File: src/rtl/vga_timing_monitor.sv
// Receive-side checker for the VGA pins: locks onto hsync/vsync timing, recovers
// the pixel coordinate of every sample, flags timing faults and checksums each frame.
module vga_timing_monitor #(
    parameter int H_VISIBLE = 640,
    parameter int H_FP      = 16,
    parameter int H_SYNC    = 96,
    parameter int H_BP      = 48,
    parameter int V_VISIBLE = 480,
    parameter int V_FP      = 10,
    parameter int V_SYNC    = 2,
    parameter int V_BP      = 33
) (
    input  logic        clk25,
    input  logic        reset,
    input  logic        hsync,
    input  logic        vsync,
    input  logic [3:0]  vga_r,
    input  logic [3:0]  vga_g,
    input  logic [3:0]  vga_b,
    output logic        locked,
    output logic [9:0]  rx_x,
    output logic [9:0]  rx_y,
    output logic [11:0] rx_rgb,
    output logic        rx_active,
    output logic        frame_done,
    output logic [15:0] frame_count,
    output logic [15:0] frame_sum,
    output logic        err_hline,
    output logic        err_hsync_width,
    output logic        err_vframe,
    output logic        err_vsync_width
);
    localparam int H_TOTAL = H_VISIBLE + H_FP + H_SYNC + H_BP;
    localparam int V_TOTAL = V_VISIBLE + V_FP + V_SYNC + V_BP;

    localparam logic [9:0]  H_LAST     = 10'(H_TOTAL - 1);
    localparam logic [9:0]  V_LAST     = 10'(V_TOTAL - 1);
    localparam logic [9:0]  H_SYNC_POS = 10'(H_VISIBLE + H_FP);
    localparam logic [9:0]  V_SYNC_POS = 10'(V_VISIBLE + V_FP);
    localparam logic [9:0]  H_VIS      = 10'(H_VISIBLE);
    localparam logic [9:0]  V_VIS      = 10'(V_VISIBLE);
    localparam logic [6:0]  HS_WIDTH   = 7'(H_SYNC);
    localparam logic [3:0]  VS_WIDTH   = 4'(V_SYNC);
    localparam logic [18:0] FRAME_LAST = 19'(H_TOTAL * V_TOTAL - 1);

    typedef enum logic [1:0] {SEARCH, ACQUIRE, LOCKED} state_t;

    state_t      state_q;
    logic        locked_q;
    logic        hs_seen_q, vs_seen_q;
    logic        err_hline_q, err_hsw_q, err_vframe_q, err_vsw_q;
    logic        frame_done_q;
    logic [15:0] frame_count_q, frame_sum_q;

    logic        hs_s1_q, hs_s2_q, vs_s1_q, vs_s2_q;
    logic [11:0] rgb_s1_q, rgb_s2_q;
    logic [9:0]  line_cnt_q, line_cnt_d;
    logic [6:0]  hsw_cnt_q, hsw_cnt_d;
    logic [18:0] frm_cnt_q, frm_cnt_d;
    logic [3:0]  vsw_cnt_q, vsw_cnt_d;
    logic [9:0]  h_pos_q, h_pos_d, v_pos_q, v_pos_d;
    logic [15:0] acc_q, acc_d, acc_sum;
    logic [9:0]  rx_x_q, rx_y_q;
    logic [11:0] rx_rgb_q;

    logic hs_fall, hs_rise, vs_fall, vs_rise;
    logic e_hline, e_hsw, e_vframe, e_vsw, any_err, frame_ok;

    assign hs_fall = !hs_s1_q && hs_s2_q;
    assign hs_rise = hs_s1_q && !hs_s2_q;
    assign vs_fall = !vs_s1_q && vs_s2_q;
    assign vs_rise = vs_s1_q && !vs_s2_q;

    // A check is armed only once its own reference edge has been seen since (re)entry.
    assign e_hline  = hs_fall && hs_seen_q && (line_cnt_q != H_LAST);
    assign e_hsw    = hs_rise && hs_seen_q && (hsw_cnt_q != HS_WIDTH);
    assign e_vframe = vs_fall && vs_seen_q && (frm_cnt_q != FRAME_LAST);
    assign e_vsw    = vs_rise && vs_seen_q && (vsw_cnt_q != VS_WIDTH);
    assign any_err  = e_hline || e_hsw || e_vframe || e_vsw;
    assign frame_ok = vs_fall && vs_seen_q && (frm_cnt_q == FRAME_LAST);

    assign acc_sum = acc_q + (rx_active ? {4'd0, rx_rgb_q} : 16'd0);

    always_comb begin
        line_cnt_d = hs_fall ? 10'd0 : ((line_cnt_q == 10'h3FF) ? line_cnt_q : line_cnt_q + 10'd1);
        hsw_cnt_d  = hs_s1_q ? 7'd0 : ((hsw_cnt_q == 7'h7F) ? hsw_cnt_q : hsw_cnt_q + 7'd1);
        frm_cnt_d  = vs_fall ? 19'd0 : ((frm_cnt_q == 19'h7FFFF) ? frm_cnt_q : frm_cnt_q + 19'd1);
        vsw_cnt_d  = vsw_cnt_q;
        if (vs_fall)
            vsw_cnt_d = {3'd0, hs_fall};
        else if (!vs_s1_q && hs_fall && (vsw_cnt_q != 4'hF))
            vsw_cnt_d = vsw_cnt_q + 4'd1;

        h_pos_d = hs_fall ? H_SYNC_POS : ((h_pos_q == H_LAST) ? 10'd0 : h_pos_q + 10'd1);
        v_pos_d = v_pos_q;
        if (vs_fall)
            v_pos_d = V_SYNC_POS;
        else if (!hs_fall && (h_pos_q == H_LAST))
            v_pos_d = (v_pos_q == V_LAST) ? 10'd0 : v_pos_q + 10'd1;

        acc_d = vs_fall ? 16'd0 : acc_sum;
    end

    always_ff @(posedge clk25) begin
        if (reset) begin
            hs_s1_q    <= 1'b1;
            hs_s2_q    <= 1'b1;
            vs_s1_q    <= 1'b1;
            vs_s2_q    <= 1'b1;
            rgb_s1_q   <= '0;
            rgb_s2_q   <= '0;
            line_cnt_q <= '0;
            hsw_cnt_q  <= '0;
            frm_cnt_q  <= '0;
            vsw_cnt_q  <= '0;
            h_pos_q    <= '0;
            v_pos_q    <= '0;
            acc_q      <= '0;
            rx_x_q     <= '0;
            rx_y_q     <= '0;
            rx_rgb_q   <= '0;
        end else begin
            hs_s1_q    <= hsync;
            hs_s2_q    <= hs_s1_q;
            vs_s1_q    <= vsync;
            vs_s2_q    <= vs_s1_q;
            rgb_s1_q   <= {vga_r, vga_g, vga_b};
            rgb_s2_q   <= rgb_s1_q;
            line_cnt_q <= line_cnt_d;
            hsw_cnt_q  <= hsw_cnt_d;
            frm_cnt_q  <= frm_cnt_d;
            vsw_cnt_q  <= vsw_cnt_d;
            h_pos_q    <= h_pos_d;
            v_pos_q    <= v_pos_d;
            acc_q      <= acc_d;
            rx_x_q     <= h_pos_q;
            rx_y_q     <= v_pos_q;
            rx_rgb_q   <= rgb_s2_q;
        end
    end

    always_ff @(posedge clk25) begin
        if (reset) begin
            state_q       <= SEARCH;
            locked_q      <= 1'b0;
            hs_seen_q     <= 1'b0;
            vs_seen_q     <= 1'b0;
            err_hline_q   <= 1'b0;
            err_hsw_q     <= 1'b0;
            err_vframe_q  <= 1'b0;
            err_vsw_q     <= 1'b0;
            frame_done_q  <= 1'b0;
            frame_count_q <= '0;
            frame_sum_q   <= '0;
        end else begin
            frame_done_q <= 1'b0;
            hs_seen_q    <= hs_seen_q | hs_fall;
            vs_seen_q    <= vs_seen_q | vs_fall;
            case (state_q)
                SEARCH: begin
                    if (vs_fall) begin
                        state_q   <= ACQUIRE;
                        hs_seen_q <= hs_fall;
                        vs_seen_q <= 1'b1;
                    end
                end
                ACQUIRE: begin
                    // Restart: only measurements begun on this very cycle stay valid.
                    if (any_err) begin
                        hs_seen_q <= hs_fall;
                        vs_seen_q <= vs_fall;
                    end else if (frame_ok) begin
                        state_q  <= LOCKED;
                        locked_q <= 1'b1;
                    end
                end
                LOCKED: begin
                    if (any_err) begin
                        state_q      <= SEARCH;
                        locked_q     <= 1'b0;
                        err_hline_q  <= err_hline_q | e_hline;
                        err_hsw_q    <= err_hsw_q | e_hsw;
                        err_vframe_q <= err_vframe_q | e_vframe;
                        err_vsw_q    <= err_vsw_q | e_vsw;
                    end else if (frame_ok) begin
                        frame_done_q  <= 1'b1;
                        frame_count_q <= frame_count_q + 16'd1;
                        frame_sum_q   <= acc_sum;
                    end
                end
                default: begin
                    state_q  <= SEARCH;
                    locked_q <= 1'b0;
                end
            endcase
        end
    end

    assign locked          = locked_q;
    assign rx_x            = rx_x_q;
    assign rx_y            = rx_y_q;
    assign rx_rgb          = rx_rgb_q;
    assign rx_active       = locked_q && (rx_x_q < H_VIS) && (rx_y_q < V_VIS);
    assign frame_done      = frame_done_q;
    assign frame_count     = frame_count_q;
    assign frame_sum       = frame_sum_q;
    assign err_hline       = err_hline_q;
    assign err_hsync_width = err_hsw_q;
    assign err_vframe      = err_vframe_q;
    assign err_vsync_width = err_vsw_q;

endmodule

File: config.mk
export PLATFORM = sky130hd
export DESIGN_NAME = vga_timing_monitor
export DESIGN_NICKNAME = d
export VERILOG_FILES = /design/src/rtl/vga_timing_monitor.sv
export SDC_FILE = /design/constraint.sdc
export NUM_CORES = 1
export LEC_CHECK = 0
export BUFFER_PORTS_ARGS = -buffer_cell sky130_fd_sc_hd__buf_2
export CAP_MARGIN = 40
export CORE_ASPECT_RATIO = 1.5
export CORE_MARGIN = 2
export CORE_UTILIZATION = 40
export CTS_CLUSTER_SIZE = 20
export DETAILED_ROUTE_END_ITERATION = 6
export SKIP_CTS_REPAIR_TIMING = 1
export SLEW_MARGIN = 20
export SYNTH_ARGS = -nofsm -noshare
export SYNTH_HDL_FRONTEND = slang
export SYNTH_SLANG_ARGS = --single-unit
export TNS_END_PERCENT = 1
File: constraint.sdc
create_clock -name clk25 -period 5.6 [get_ports clk25]
set_input_delay 0 -clock clk25 [delete_from_list [all_inputs] [get_ports clk25]]
set_output_delay 0 -clock clk25 [all_outputs]
set_load 0.02 [all_outputs]
After elaboration in Yosys (flattened, before gate mapping)
Index checks and enable logic that the tools add are counted.
W data, S select, Z words.
{"block": "word_totals", "output_inout_bits": 71, "regBits": 178, "inputBits": 16}
{"block": "classes", "add_sub_neg": 8, "magnitude_cmp": 2, "n_eq_ne": 17, "mux": 24, "n_bitwise": 9, "reduce_logical": 38}
{"cell": "$eq A19 B19 Y1 const B", "count": 2}
{"cell": "$add A10 B1 Y10 const B", "count": 3}
{"cell": "$eq A10 B10 Y1 const B", "count": 3}
{"cell": "$mux W10", "count": 3}
{"cell": "$add A19 B1 Y19 const B", "count": 1}
{"cell": "$ne A19 B19 Y1 const B", "count": 1}
{"cell": "$logic_and A1 B1 Y1", "count": 18}
{"cell": "$mux W9", "count": 2}
{"cell": "$add A16 B1 Y16 const B", "count": 1}
{"cell": "$add A16 B12 Y16", "count": 1}
{"cell": "$mux W12", "count": 1}
{"cell": "$lt A10 B10 Y1 const B", "count": 1}
{"cell": "$lt A10 B9 Y1 const B", "count": 1}
{"cell": "$mux W1", "count": 10}
{"cell": "$ne A10 B10 Y1 const B", "count": 1}
{"cell": "$mux W2", "count": 4}
{"cell": "$ne A2 B2 Y1 const B", "count": 4}
{"cell": "$reduce_and A4 Y1", "count": 2}
{"cell": "$add A7 B1 Y7 const B", "count": 1}
{"cell": "$eq A7 B7 Y1 const B", "count": 1}
{"cell": "$ne A7 B7 Y1 const B", "count": 1}
{"cell": "$or A1 B1 Y1", "count": 6}
{"cell": "$pmux W2 S3", "count": 1}
{"cell": "$reduce_or A2 Y1", "count": 3}
{"cell": "other kinds (15)", "count": 26}

Depth between registers and ports, before layout
Gate-level depths: netlist (run 1).
{"block": "depth", "ltp_word": 9, "depth_mapped": 13, "ltp_nobuf": 12}

Worst setup path before layout (run 1)
Ideal clock, no wire load.
{"block": "synth_timing", "path_kind": "reg-to-reg", "startpoint": "reg rx_y_q[5], in the netlist rx_y[5]", "endpoint": "reg frame_sum_q[12], in the netlist frame_sum[12]", "slack_ns": 2.522, "path_stages_with_launch": 14, "t_arrival_ns": 2.946, "period_less_slack_ns": 3.078, "n_path_buf": 1, "cell_sequence": "dfxtp_1 -> nand4_1 -> and4b_1 -> clkbuf_1 -> and2_1 -> ha_1 -> inv_1 -> fa_1 -> nor2b_1 -> o31ai_1 -> a21oi_1 -> or4b_2 -> nand4_1 -> a21oi_1"}
{"block": "synth_between", "elab_chain_len": 4}
{"item": "start, declared", "line": "63", "text": "logic [9:0] rx_x_q, rx_y_q;"}
{"item": "start signal, assigned", "line": "137", "text": "rx_y_q <= v_pos_q;"}
{"item": "$lt A10 B9 Y1", "line": "203", "text": "assign rx_active = locked_q && (rx_x_q < H_VIS) && (rx_y_q < V_VIS);"}
{"item": "$logic_and A1 B1 Y1", "line": "203"}
{"item": "net rx_active", "line": "24", "text": "output logic rx_active,"}
{"item": "$mux W12", "line": "82", "text": "assign acc_sum = acc_q + (rx_active ? {4'd0, rx_rgb_q} : 16'd0);"}
{"item": "$add A16 B12 Y16", "line": "82"}
{"item": "end signal, assigned", "line": "188", "text": "frame_sum_q <= acc_sum;"}
{"item": "end, declared", "line": "53", "text": "logic [15:0] frame_count_q, frame_sum_q;"}
The timed path passes the listed nets, and every way through them passes these cells.
A chain may end at the register's enable or synchronous reset.

Final worst setup path (run 1)
{"block": "layout_timing", "startpoint": "reg rx_x_q[8], in the netlist rx_x[8]", "endpoint": "reg frame_sum_q[12], in the netlist frame_sum[12]"}
{"block": "layout_between", "elab_chain_len": 5}
{"item": "start, declared", "line": "63"}
{"item": "start signal, assigned", "line": "136", "text": "rx_x_q <= h_pos_q;"}
{"item": "$lt A10 B10 Y1", "line": "203"}
{"item": "$logic_and A1 B1 Y1 (2 in series)", "line": "203"}
{"item": "$mux W12", "line": "82"}
{"item": "$add A16 B12 Y16", "line": "82"}
No other way between the ends.

==> results_dict.tcl, run 1 <==
set metrics [dict create \
    drv_cap 0 \
    hpwl_um 11400 \
    async_flop_share_pct 0 \
    hold_viol_final 0 \
    cts_sinks 178 \
    slew_headroom_pct 50.4 \
    fin_setup_tns_ns 0 \
    crit_path_frequent_cell "a21oi_1" \
    antenna_left 0 \
    dp.cells 1090 \
    drv_slew 0 \
    vias 5923 \
    layout_common_cells "dfxtp_1 (178), buf_2 (86), nor2_1 (84)" \
    rows 61 \
    clk_latency_ns 0.44 \
    timing.rr.start "rx_x[8]" \
    chipWidth_um 115 \
    postRouteWirelength_um 16000 \
    start_kind "flip-flop" \
    cp-end-kind "flip-flop" \
    netlist_area_um2 7410 \
    die_h_um 171 \
    cp.required_ns 5.88 \
    holdPathStages 3 \
    num-fill-cells 1762 \
    setup_viol 0 \
    track_usage_pct 16.9 \
    synth-compound-area-share_pct 11.7 \
    reg2reg_depth 10 \
    cp.buffers_inverters 0 \
    synth-simple-area-share_pct 27.4 \
    p_leak_nw 3.58 \
    cp_top_family "simple AND/OR/NAND/NOR gates" \
    synth_top_family_by_area "simple AND/OR/NAND/NOR gates" \
    skew_ns 0.0103 \
    instances_no_fill 1143 \
    ys_seq_area_share_pct 48.1 \
    slowest_delay_ns 0.68 \
    diodes 0 \
    synth_top_flop_cell "dfxtp_1" \
    max-clock-path-buffers 2 \
    nNetsFinal 949 \
    avgViaCountPerCell 5.18 \
    synthMuxAreaShare_pct 0.827 \
    crit_type "reg2reg" \
    drt-initial-drc-count 312 \
    rrSetupSlack_ns 2.50 \
    tightest_slew_ns 0.743 \
    syn_avg_cell_area_um2 9.08 \
    dieArea_um2 19700 \
    worst_hold_path.endpoint "hs_s1_q" \
    r2r-end "frame_sum[12]" \
    synthCells 816 \
    wire_per_inst_um 14.0 \
    top_level_ports 87 \
    grt_pass1_vias 5528 \
    max_freq_mhz 322 \
    fin_crit_sh_pct 55.4 \
    layout_commonest_cell "dfxtp_1" \
    grt_pass1_wl_um 26300 \
    synth_seq_cells 178 \
    critPathMaxFanout 13 \
    cts_max_level 4 \
    start_util_pct 40.5 \
    drive_gt1_share_pct 15.0 \
    hp-class "in2reg" \
    preCtsSetupSlack_ns 2.48 \
    min_from "hsync" \
    synthAdderAreaFrac_pct 3.98 \
    cts_root_buffer "clkbuf_16" \
    clk_pin_slew_ns 0.07 \
    grt_overflow_total 0 \
    outcome "complete, no violations" \
    core_um2 18300 \
    drc_errors 0 \
    gp_congestion 0.841 \
    period_needed_ns 3.10 \
    yosysUniqueCellTypes 59 \
    syn2layout_area_growth_pct 19.5 \
    grt_max_degree 77 \
    synth_edf_count 0 \
    crit_slowest_cell "or4b_2" \
    cts_made_buffers 17 \
    rsz0062_at_grt "no" \
    critPathArrivalTime_ns 3.38 \
    numPortBuffers 86 \
    synth_fp_nets 855 \
    cts_tree "yes" \
    path_cells "o21ai_0 -> and4b_1 -> and2_1 -> ha_1 -> nor2b_1 -> o31ai_1 -> a21oi_1 -> or4b_2 -> nand4_1 -> a21oi_1" \
    yosysWarnings 0 \
    power.density_nw_per_um2 301 \
    setup_ws_ns 2.50 \
    drt_pass1_iterations 4 \
    fin_util_pct 48.4 \
    vdd_drop_max_mv 0.184 \
    antenna_found_initial 0 \
    synth_xor_area_share_pct 5.08 \
]
==> cell type report <==
cell class / instances / area, um^2 / area share, %
multi-input combinational: 584 / 3640 / 41.0
sequential: 178 / 3560 / 40.2
timing repair buffer: 111 / 672 / 7.58
clock buffer: 17 / 425 / 4.80
tap: 220 / 275 / 3.11
clock inverter: 15 / 219 / 2.47
inverter: 18 / 67.6 / 0.763
==> logic make-up (layout without fill, tap and decap cells) <==
group,after synthesis,count (layout)
AOI/OAI and AO/OA,143,143
adders and majority gates,23,23
DFF,178,178
buffers and inverters,54,161
muxes,6,6
xor gates and xnor gates,43,43
and+or+nand+nor,369,369
==> through the flow <==
stage | total power [mW] | instance area (um^2) | hold WS (ns)
2_1_floorplan | 1.40 | 7410 | 0.104
3_5_place_dp | 1.43 | 8000 | 0.186
4_1_cts | 2.69 | 8650 | -0.275
5_1_grt | 2.77 | 8860 | 0.276
6_report | 2.67 | 8860 | 0.278
3_3_place_gp | 1.43 | 8000 | 0.184
==> cell usage after synthesis (4+ instances only) <==
master	count	share of area [%]
a211oi_1	13	1.3
a21o_1	5	0.51
a21oi_1	50	3.4
a31oi_1	14	1.2
and2_1	13	1.1
and3_1	14	1.2
and4_1	8	0.95
and4b_1	4	0.54
clkbuf_1	32	1.6
dfxtp_1	178	48
ha_1	22	3.7
inv_1	18	0.91
mux2i_1	5	0.68
nand2_1	50	2.5
nand2b_1	9	0.76
nand3_1	27	1.8
nand3b_1	4	0.41
nand4_1	19	1.6
nor2_1	84	4.3
nor2b_1	67	5.7
nor3_1	14	0.95
nor3b_1	4	0.41
nor4_1	8	0.68
o21ai_0	34	2.3
o31ai_1	7	0.71
or2_2	4	0.34
or3_1	17	1.4
or4_1	7	0.71
xnor2_1	19	2.2
xor2_1	24	2.8
==> registers in the layout, summed over array words and instances (netlist names), 12 cells and up <==
name and cells:
frame_sum 16, rgb_s2_q 12, frm_cnt_q 19, acc_q 16, frame_count 16, rgb_s1_q 12, rx_rgb 12
==> metal layers <==
layer	up-vias	track usage, %	share of wire (%)	wire, um
met3	28	5.21	4.3	694
li1	3056	-	-	-
met2	91	29.3	51	8150
met5	-	0	0	0
met4	0	7.02	2.5	400
met1	2748	19.1	42	6790
==> where the power goes <==
| part | switching (mW) | leakage (nW) | internal (mW) |
|---|---|---|---|
| combinational | 0.0554 | 1.82 | 0.0430 |
| clock | 0.568 | 0.312 | 0.691 |
| sequential | 0.0191 | 1.45 | 1.29 |
| total | 0.643 | 3.58 | 2.03 |
==> how the worst max path moves through the flow <==
stage	start	to	slack (ns)	cells past startpoint
floorplan	rx_y[5]	frame_sum[12]	2.52	13
global placement	rx_x[8]	frame_sum[12]	2.50	10
detailed placement	rx_x[8]	frame_sum[12]	2.48	10
CTS	rx_x[8]	frame_sum[12]	2.45	10
global route	rx_x[8]	frame_sum[9]	2.24	10
finish	rx_x[8]	frame_sum[12]	2.50	10
==> tightest hold or removal path: cells and delay by family <==
| kind | cells | cell delay (ns) |
|---|---|---|
| buffers and inverters | 2 | 0.61 |
| AND/OR/NAND/NOR | 1 | 0.08 |
(Power assumes the default switching activity.)
==> inputs of run 2 (changes only) <==
- clock period: 5.6 -> 3.25 ns (I/O delays scaled with it)
==> results_dict.tcl, run 2 (same netlist as run 1, synthesis figures left out) <==
set metrics [dict create \
    instances_no_fill 1142 \
    start_kind "flip-flop" \
    grt_pass1_wl_um 26300 \
    violations "hold timing" \
    num-fill-cells 1823 \
    fin_setup_tns_ns 0 \
    cp.buffers_inverters 1 \
    cts_sinks 178 \
    top_level_ports 87 \
    outcome "finished with violations" \
    skew_ns 0.00873 \
    drt-initial-drc-count 340 \
    nNetsFinal 949 \
    start_util_pct 40.5 \
    rrSetupSlack_ns 0.25 \
    min_from "reset" \
    cts_max_level 4 \
    grt_pass1_vias 5468 \
    worst_hold_path.endpoint "rgb_s1_q[2]" \
    dieArea_um2 19700 \
    grt_max_degree 76 \
    path_cells "nand4_1 -> and4b_1 -> and2_1 -> ha_1 -> inv_1 -> fa_1 -> nor2b_1 -> o31ai_1 -> a21oi_1 -> or4b_2 -> nand4_1 -> a21oi_1" \
    holdPathStages 2 \
    seqPwrFrac_pct 50.5 \
    fin_crit_sh_pct 92.3 \
    chipWidth_um 115 \
    core_um2 18300 \
    hp-class "in2reg" \
    dp.cells 1097 \
    cp_top_family "simple AND/OR/NAND/NOR gates" \
    avgViaCountPerCell 5.19 \
    tightest_slew_ns 0.748 \
    numPortBuffers 86 \
    p_leak_nw 3.54 \
    drv_slew 0 \
    antenna_found_initial 0 \
    cts_root_buffer "clkbuf_16" \
    power.internal_mw 3.46 \
    rows 61 \
    timing.rr.start "rx_y[7]" \
    track_usage_pct 16.9 \
    hpwl_um 11300 \
    critPathMaxFanout 6 \
    slowest_delay_ns 0.70 \
    cp.required_ns 3.54 \
    antenna_left 0 \
    postRouteWirelength_um 16000 \
    power.density_nw_per_um2 509 \
    hold_ws_ns -0.0160 \
    drc_errors 0 \
    drv_cap 0 \
    reg2reg_depth 12 \
    slew_headroom_pct 50.1 \
    syn2layout_area_growth_pct 18.7 \
    crit_type "reg2reg" \
    crit_slowest_cell "or4b_2" \
    layout_commonest_cell "dfxtp_1" \
    netSwitchingFraction_pct 22.7 \
    vias 5926 \
    largest_reg_flops 19 \
    layout_common_cells "dfxtp_1 (178), buf_2 (85), nor2_1 (84)" \
    r2r-end "frame_sum[12]" \
    max_freq_mhz 333 \
    clk_pin_slew_ns 0.07 \
    period_needed_ns 3.00 \
    wire_per_inst_um 14.0 \
    die_h_um 171 \
    max-clock-path-buffers 2 \
    grt_overflow_total 0 \
    switching_power_mw 1.02 \
    largest_register "frm_cnt_q" \
    hold_viol_final 29 \
    rsz0062_at_grt "no" \
    cts_made_buffers 17 \
    p_clk_share_pct 45.8 \
    gp_congestion 0.885 \
    drive_gt1_share_pct 15.5 \
    clk_latency_ns 0.43 \
    drt_pass1_iterations 4 \
    vdd_drop_max_mv 0.315 \
    cts_tree "yes" \
    setup_viol 0 \
    cp-end-kind "flip-flop" \
    pwr-share-comb_pct 3.7 \
    diodes 0 \
    critPathArrivalTime_ns 3.29 \
]
==> run 2: changes by cell type in the layout (fill, tap and decap cells not counted), sizes merged <==
| cell | before | now |
|---|---|---|
| dlygate4sd3 | 20 | 14 |
| buf | 91 | 97 |
| clkinv | 7 | 3 |
| clkbuf | 17 | 18 |
| inv | 24 | 22 |
| clkinvlp | 0 | 4 |
==> run 2: layer usage <==
metal | share of wire [%] | vias to the layer above | track usage (%)
li1 | - | 3050 | -
met1 | 43 | 2749 | 19.5
met2 | 50 | 103 | 28.7
met3 | 4.8 | 24 | 4.53
met4 | 2.4 | 0 | 7.91
met5 | 0 | - | 0
==> run 2: worst max-delay path by stage <==
stage / start / to / cells past startpoint
after floorplan: rx_y[5] / frame_sum[12] / 13
after global placement: rx_y[7] / frame_sum[12] / 12
after detailed placement: rx_y[7] / frame_sum[12] / 12
after CTS: rx_y[7] / frame_sum[12] / 12
after global routing: rx_y[7] / frame_sum[12] / 12
final: rx_y[7] / frame_sum[12] / 12
==> run 2: per-stage QoR <==
step	power, mW	setup WS [ns]	util [%]	cell area (um^2)
finish	4.48	0.250	48.0	8800
global route	4.65	0.0327	48.0	8800
CTS	4.53	0.240	47.3	8660
detailed placement	2.47	0.257	44.1	8070
global placement	2.46	0.345	44.1	8070
floorplan	2.41	0.172	-	7410
==> run 2: layout make-up <==
cell class                 instances  area (um^2)  area share (%)
clock buffer                      18          439            4.99
clock inverter                    13          150            1.71
multi-input combinational        584         3640            41.3
inverter                          18         67.6           0.768
tap                              220          275            3.13
sequential                       178         3560            40.5
timing repair buffer             111          668            7.59
==> run 2: power groups by stage <==
| stage | logic [mW] | registers, mW | clock network, mW |
|---|---|---|---|
| floorplan | 0.0977 | 2.31 | 0 |
| global placement | 0.156 | 2.31 | 0 |
| detailed placement | 0.157 | 2.31 | 0 |
| CTS | 0.158 | 2.26 | 2.11 |
| global route | 0.189 | 2.27 | 2.19 |
| finish | 0.167 | 2.26 | 2.05 |
